`src/rtl/cpu_pkg.sv`:
```
// Shared types for the 8-bit CPU control path:
// opcodes, T-steps, A-source select and the per-cycle control word.
package cpu_pkg;

  typedef enum logic [3:0] {
    OP_NOP = 4'h0,
    OP_LDA = 4'h1,
    OP_ADD = 4'h2,
    OP_SUB = 4'h3,
    OP_OR  = 4'h4,
    OP_AND = 4'h5,
    OP_STA = 4'h6,
    OP_LDI = 4'h7,
    OP_JMP = 4'h8,
    OP_JZ  = 4'h9,
    OP_JC  = 4'hA,
    OP_OUT = 4'hE,
    OP_HLT = 4'hF
  } opcode_t;

  typedef enum logic [2:0] {
    T0, T1, T2, T3, T4, T5
  } step_t;

  localparam logic [1:0] ALU_ADD = 2'b00;
  localparam logic [1:0] ALU_SUB = 2'b01;
  localparam logic [1:0] ALU_OR  = 2'b10;
  localparam logic [1:0] ALU_AND = 2'b11;

  typedef enum logic [1:0] {
    SRC_RAM = 2'd0,
    SRC_ALU = 2'd1,
    SRC_IMM = 2'd2
  } a_src_t;

  typedef struct packed {
    logic       pc_inc;
    logic       pc_load;
    logic       mar_load;
    logic       mar_src;
    logic       ir_load;
    logic       ram_rd;
    logic       ram_wr;
    logic       a_load;
    a_src_t     a_src;
    logic       b_load;
    logic       alu_en;
    logic [1:0] alu_op;
    logic       out_load;
  } ctrl_t;

  // ADD..AND are consecutive opcodes starting at 2
  function automatic logic [1:0] alu_op_of(input opcode_t op);
    logic [3:0] d;
    d = op - 4'd2;
    return d[1:0];
  endfunction

endpackage

```
`src/rtl/ctrl_decode.sv`:
```
// Combinational microstep decoder: (step, opcode, flags, mem_ready)
// to control word, next step and halt request.
import cpu_pkg::*;

module ctrl_decode (
  input  step_t   i_step,
  input  opcode_t i_opc,
  input  logic    i_f_z,
  input  logic    i_f_c,
  input  logic    i_mem_ready,
  output ctrl_t   o_cw,
  output step_t   o_nxt,
  output logic    o_hlt
);

  logic w_is_alu;

  assign w_is_alu = (i_opc == OP_ADD) || (i_opc == OP_SUB) ||
                    (i_opc == OP_OR)  || (i_opc == OP_AND);

  always_comb begin
    o_cw  = '0;
    o_nxt = i_step;
    o_hlt = 1'b0;
    unique case (i_step)
      T0: begin
        o_cw.mar_load = 1'b1;
        o_nxt         = T1;
      end
      T1: begin
        o_cw.ram_rd = 1'b1;
        if (i_mem_ready) begin
          o_cw.ir_load = 1'b1;
          o_cw.pc_inc  = 1'b1;
          o_nxt        = T2;
        end
      end
      T2: begin
        o_nxt = T0;
        case (i_opc)
          OP_LDA, OP_ADD, OP_SUB, OP_OR, OP_AND, OP_STA: begin
            o_cw.mar_load = 1'b1;
            o_cw.mar_src  = 1'b1;
            o_nxt         = T3;
          end
          OP_LDI: begin
            o_cw.a_load = 1'b1;
            o_cw.a_src  = SRC_IMM;
          end
          OP_JMP: o_cw.pc_load  = 1'b1;
          OP_JZ:  o_cw.pc_load  = i_f_z;
          OP_JC:  o_cw.pc_load  = i_f_c;
          OP_OUT: o_cw.out_load = 1'b1;
          OP_HLT: o_hlt         = 1'b1;
          default: ;
        endcase
      end
      T3: begin
        if (i_opc == OP_STA) begin
          o_cw.ram_wr = 1'b1;
          if (i_mem_ready) o_nxt = T0;
        end else if (i_opc == OP_LDA) begin
          o_cw.ram_rd = 1'b1;
          if (i_mem_ready) begin
            o_cw.a_load = 1'b1;
            o_cw.a_src  = SRC_RAM;
            o_nxt       = T0;
          end
        end else if (w_is_alu) begin
          o_cw.ram_rd = 1'b1;
          if (i_mem_ready) begin
            o_cw.b_load = 1'b1;
            o_nxt       = T4;
          end
        end else begin
          o_nxt = T0;
        end
      end
      T4: begin
        o_nxt = T0;
        if (w_is_alu) begin
          o_cw.alu_en = 1'b1;
          o_cw.alu_op = alu_op_of(i_opc);
          o_nxt       = T5;
        end
      end
      T5: begin
        // registered ALU result is valid one cycle after alu_en
        o_cw.a_load = 1'b1;
        o_cw.a_src  = SRC_ALU;
        o_nxt       = T0;
      end
      default: o_nxt = T0;
    endcase
  end

endmodule

```
`src/rtl/cpu_ctrl.sv`:
```
// Instruction-cycle sequencer: step/halt registers plus strobe gating
// around the combinational microstep decoder.
import cpu_pkg::*;

module cpu_ctrl #(
  parameter int ADDR_W = 4,
  parameter int OPC_W  = 4
) (
  input  logic       clk,
  input  logic       rst,
  input  logic       en,
  input  logic [7:0] instr,
  input  logic       mem_ready,
  input  logic       f_z,
  input  logic       f_c,
  output logic       pc_inc,
  output logic       pc_load,
  output logic       mar_load,
  output logic       mar_src,
  output logic       ir_load,
  output logic       ram_rd,
  output logic       ram_wr,
  output logic       a_load,
  output logic [1:0] a_src,
  output logic       b_load,
  output logic       alu_en,
  output logic [1:0] alu_op,
  output logic       out_load,
  output logic       halt
);

  step_t r_step;
  logic  r_halted;
  ctrl_t w_cw;
  ctrl_t w_cw_g;
  step_t w_nxt;
  logic  w_hlt;
  logic  w_go;
  logic  w_unused;

  // operand bits are routed by the datapath, not the sequencer
  assign w_unused = ^instr[ADDR_W-1:0];

  ctrl_decode u_dec (
    .i_step      (r_step),
    .i_opc       (opcode_t'(instr[7 -: OPC_W])),
    .i_f_z       (f_z),
    .i_f_c       (f_c),
    .i_mem_ready (mem_ready),
    .o_cw        (w_cw),
    .o_nxt       (w_nxt),
    .o_hlt       (w_hlt)
  );

  assign w_go   = en & ~rst & ~r_halted;
  assign w_cw_g = w_go ? w_cw : '0;

  always_ff @(posedge clk or posedge rst) begin
    if (rst) begin
      r_step   <= T0;
      r_halted <= 1'b0;
    end else if (w_go) begin
      r_step <= w_nxt;
      if (w_hlt) r_halted <= 1'b1;
    end
  end

  assign pc_inc   = w_cw_g.pc_inc;
  assign pc_load  = w_cw_g.pc_load;
  assign mar_load = w_cw_g.mar_load;
  assign mar_src  = w_cw_g.mar_src;
  assign ir_load  = w_cw_g.ir_load;
  assign ram_rd   = w_cw_g.ram_rd;
  assign ram_wr   = w_cw_g.ram_wr;
  assign a_load   = w_cw_g.a_load;
  assign a_src    = w_cw_g.a_src;
  assign b_load   = w_cw_g.b_load;
  assign alu_en   = w_cw_g.alu_en;
  assign alu_op   = w_cw_g.alu_op;
  assign out_load = w_cw_g.out_load;
  assign halt     = r_halted;

endmodule

```
`config.mk`:
```
export PLATFORM = sky130hd
export DESIGN_NAME = cpu_ctrl
export DESIGN_NICKNAME = d
export VERILOG_FILES = /design/src/rtl/cpu_pkg.sv /design/src/rtl/ctrl_decode.sv /design/src/rtl/cpu_ctrl.sv
export SDC_FILE = /design/constraint.sdc
export NUM_CORES = 1
export LEC_CHECK = 0
export BUFFER_PORTS_ARGS = -buffer_cell sky130_fd_sc_hd__buf_2
export CORE_MARGIN = 5
export CORE_UTILIZATION = 25
export DETAILED_ROUTE_END_ITERATION = 7
export SETUP_SLACK_MARGIN = 0.02
export SYNTH_ARGS = -nofsm -noshare
export SYNTH_HDL_FRONTEND = slang
export SYNTH_SLANG_ARGS = --single-unit
```
`constraint.sdc`:
```
create_clock -name clk -period 4.05 [get_ports clk]
set_clock_uncertainty 0.05 [all_clocks]
set_input_delay 0.405 -clock clk [delete_from_list [all_inputs] [get_ports clk]]
set_output_delay 0.405 -clock clk [all_outputs]
set_load 0.005 [all_outputs]
```
# Word level (Yosys, flattened, before mapping)
# Cells that the tools add are included.
[classes] n_addsub=1 eq_ne=19 n_mux=37 n_bitwise=4 n_reduce_logical=7
[ops] op="3-bit two-way mux" n=12
[ops] op="4-bit == test (second input constant)" n=5
[ops] op="4-bit by 3-bit == test with 1-bit output (second input constant)" n=4
[ops] op="1-bit two-way mux" n=16
[ops] op="15-bit two-way mux" n=1
[ops] op="3-bit one-hot mux with 5 select lines" n=1
[ops] op="3-bit one-hot mux with 3 select lines" n=1
[ops] op="4-bit by 2-bit == test with 1-bit output (second input constant)" n=2
[ops] op="3-bit by 2-bit == test with 1-bit output (second input constant)" n=2
[ops] op="3-bit == test (second input constant)" n=2
[ops] op="6-bit OR reduction" n=1
[ops] op="5-bit inequality test (second input constant)" n=1
[ops] op="4-bit by 1-bit == test with 1-bit output (second input constant)" n=1
[ops] op="2-bit two-way mux" n=2
[ops] op="4-bit two-way mux" n=1
[ops] op="1-bit one-hot mux with 2 select lines" n=2
[ops] op="3-bit by 1-bit == test with 1-bit output (second input constant)" n=1
[ops] op="3-bit logical NOT" n=1
[ops] op="1-bit logical OR" n=3
[ops] op="1-bit one-hot mux with 3 select lines" n=1
[ops] op="3-bit AND reduction" n=1
[ops] op="1-bit bitwise AND" n=2
[ops] op="2-bit inequality test (second input constant)" n=1
[ops] op="1-bit NOT" n=2
[ops] op="2 further kinds" n=2
[word_totals] reg_bits=4 in_bits=14 wordCells=70

# Depth between registers and ports, before layout
[logic_depth] depth_word=9 depth_mapped=5 ltp_nobuf=3

# Hierarchy
# A second synthesis with hierarchy kept.
[unflattened] hier_cells=69 area_unflattened_um2=553.0
[modules_own_cells] module="cpu_ctrl" n_inst=1 cells_per_inst=26 area_per_inst_um2=276.5
[modules_own_cells] module="ctrl_decode" n_inst=1 cells_per_inst=43 area_per_inst_um2=276.5

# Worst setup path after synthesis
# OpenSTA, ideal clock, no wires.
[synth_path] kind="input-to-output" from="input rst" to="output pc_inc" t_arrival_ps=1536 slack_ps=2059 path_stages=5 path_buffers=2 cell_sequence="or3b_4 buf_6 or4_1 inv_1 buf_4"
[synth_between] elab_chain_cells=4
[synth_lines] item="start, declared" line="cpu_ctrl.sv:10" text="input logic rst,"
[synth_lines] item="1-bit NOT" line="cpu_ctrl.sv:55" text="assign w_go = en & ~rst & ~r_halted;"
[synth_lines] item="1-bit bitwise AND (2 in a row)" line="cpu_ctrl.sv:55"
[synth_lines] item="15-bit two-way mux" line="cpu_ctrl.sv:56" text="assign w_cw_g = w_go ? w_cw : '0;"
[synth_lines] item="end, declared" line="cpu_ctrl.sv:16" text="output logic pc_inc,"
# Every way passes these cells.

# Worst setup path after layout
[layout_path] from="register r_halted (netlist: halt)" to="output pc_load"
[layout_between] elab_chain_cells=3
[layout_lines] item="start, declared" line="cpu_ctrl.sv:33" text="logic r_halted;"
[layout_lines] item="start signal, assigned" line="cpu_ctrl.sv:61" text="r_halted <= 1'b0;"
[layout_lines] item="start signal, assigned" line="cpu_ctrl.sv:64" text="if (w_hlt) r_halted <= 1'b1;"
[layout_lines] item="1-bit NOT" line="cpu_ctrl.sv:55"
[layout_lines] item="1-bit bitwise AND" line="cpu_ctrl.sv:55"
[layout_lines] item="15-bit two-way mux" line="cpu_ctrl.sv:56"
[layout_lines] item="end, declared" line="cpu_ctrl.sv:17" text="output logic pc_load,"
# Every way passes these cells.

==> impl_results.md <==
- Crit path cell chain: or3b_4 > or4_4 > nor3b_2 > buf_2
- Routed wire length: 1390 microns
- Core Area: 1760 sq um
- Most frequent cells after synthesis: 6 x inv_1, 6 x nand2_1, 4 x dfrtp_1, 4 x nor2_1, 3 x a31oi_1
- Worst Setup End Kind: output port
- Antenna viol nets, final: 0
- Area delta synth->final: 32.8%
- Critical path class: reg -> out
- Crit path max-delay cell type: or4_4
- WP buf/inv: 1
- Vias per cell: 5.09
- Syn_nets: 74
- Final HPWL DP: 1150 microns
- Flops & latches, synth: 4
- Sequential cell area fraction in the yosys report: 21.0%
- Max-slew violation count: 0
- I/O Buffers: 25
- Row count: 15
- Synth top area share: 21.0%
- Routing usage on met2: 17.9%
- Clock sink total: 4
- Vias: 560
- Synth Flop Type: dfrtp_1
- Critical Path AT: 1.89 ns
- Nets: 101
- Largest net degree at the start of global routing: 12
- Ant diodes: 0
- Largest stage delay, worst path: 0.53 ns
- Setup tns final: 0 ns
- CP Launch Type: flop
- Unique masters post-synth: 34
- Hold slack: 0.0196 ns
- Cells after synthesis: 60
- Worst Path Required: 3.60 ns
- Worst vdd ir: 0.000144 V
- Status: complete, no violations
- Clk Latency, worst-skew pair: 0.23 ns
- Pwr/cell area: 373 nW/um^2
- Period minus WS final: 2.35 ns
- RSZ-0062 raised after global routing: no
- Layout cell share with drive strength beyond 1: 41.2%
- Critical path's top delay family: simple AND/OR/NAND/NOR gates
- GR Util All Layers: 10.8%
- Gr ovfl total: 0
- IO Pins: 30
- Post-CTS Setup Inserts: 0
- Static Leak: 0.000325 uW
- Mapped cell area: 477 sq um
- CTS tree: yes
- Drt pass-1 iters: 4
- CTS buffer count: 3
- # Max-Cap Violations: 0
- Root Driver: clkbuf_4
- Die Span Y: 53.7 microns
- Final Cycle Share: 58.0%
- Busiest grt layer: met2
- Worst slew pin tran: 0.456 ns
- Grt met1 use: 12.7%
- Initial Utilization: 27.0%
- Post-CTS resize count: 0
- Area leader, netlist: dfrtp_1
- Max H-tree Level: 1
- Drt wl/cell: 12.7 microns
- Clock Path Buffers: 2
- First-pass GRT wire length: 2340 microns
- Met3 usage: 3.88%
- Number of global-route vias before repair: 547
- Final setup vio count: 0
- Syn_area_per_cell: 7.95 sq um
- Slew headroom: 69.5%
- Die area: 2880 sq um
- Final hold violations: 0
- Gp weighted congestion: 0.734
- Post-CTS Hold Buffers: 0
- Post-synth EDFFs: 0
- Initial antenna violation count: 0
- YS warnings: 0
- FFs w/ async S/R, synth: 100%
- Hold Crit Class: in -> async
- Register clock-pin slew on the reported worst setup and hold paths: 0.04 ns
- Fmax: 0.426 GHz
- Largest driver fanout on the critical path: 11
- Initial DRC count: 8
- DR DRC count: 0
- Die width: 53.7 microns
- Ranking of synthesized cells by area: dfrtp_1 21%, inv_1 4.7%, nand2_1 4.7%
[layout by cell type (no fill, tap or decap), types with 2 or more instances in the layout]
cell	n
and3_1	2
buf_2	25
nand2_1	6
and2_1	2
inv_1	6
nor3b_1	2
dfrtp_1	4
or4_1	2
nor4_1	2
a31oi_1	3
nor2b_1	2
nor2_1	4
clkbuf_4	3
or3_1	2
nand3_1	2
[worst paths after layout]
path | start | endpoint | slack [ns] | depth (start not counted)
min | rst | r_step[0] | 0.02 | 2
max reg2reg | halt | halt | 2.38 | 3
max | halt | pc_load | 1.70 | 4
max in group asynchronous | rst | r_step[1] | 3.78 | 2
min reg2reg | halt | halt | 0.51 | 1
min in group clk | mem_ready | r_step[2] | 0.46 | 3
[where the power goes]
part / switching [uW] / total, uW / internal [uW]
sequential: 30.4 / 85.7 / 55.3
combinational: 51.8 / 102 / 50.1
clock: 15.3 / 48.4 / 33.1
total: 97.5 / 236 / 138
[logic make-up (layout without fill, tap and decap cells)]
logic type | count (synthesis) | count (layout) | share of synthesized area (%)
simple gates | 36 | 36 | 49.9
flops | 4 | 4 | 21.0
xor+xnor | 1 | 1 | 1.84
buf+inv | 9 | 34 | 9.45
compound gates | 10 | 10 | 17.9
[state kept, by name, indices dropped and copies added (netlist names)]
| register | flops |
|---|---|
| r_step | 3 |
| halt | 1 |
[layer usage]
layer / wire, microns / vias to the layer above
met4: 0 / 0
met5: 0 / -
met1: 607 / 266
met3: 71 / 0
li1: - / 279
met2: 713 / 15
[area by class of cell]
| class | instances | area (sq um) |
|---|---|---|
| fill | 210 | 1130 |
| tap | 25 | 31.3 |
| clock buffer | 3 | 22.5 |
| timing repair buffer | 25 | 125 |
| inverter | 6 | 22.5 |
| multi-input combinational | 47 | 332 |
| sequential | 4 | 100 |
[per-stage QoR]
stage               util [%]  area (sq um)  cells  setup slack [ns]  power, uW
finish                  35.9           633    110              1.70        236
floorplan                  -           477     60              2.06        154
global placement        34.6           611    107              1.82        187
detailed placement      34.6           611    107              1.81        188
global route            35.9           633    110              1.62        258
CTS                     35.9           633    110              1.69        240
No activity file was read; power rests on OpenSTA's default activity.
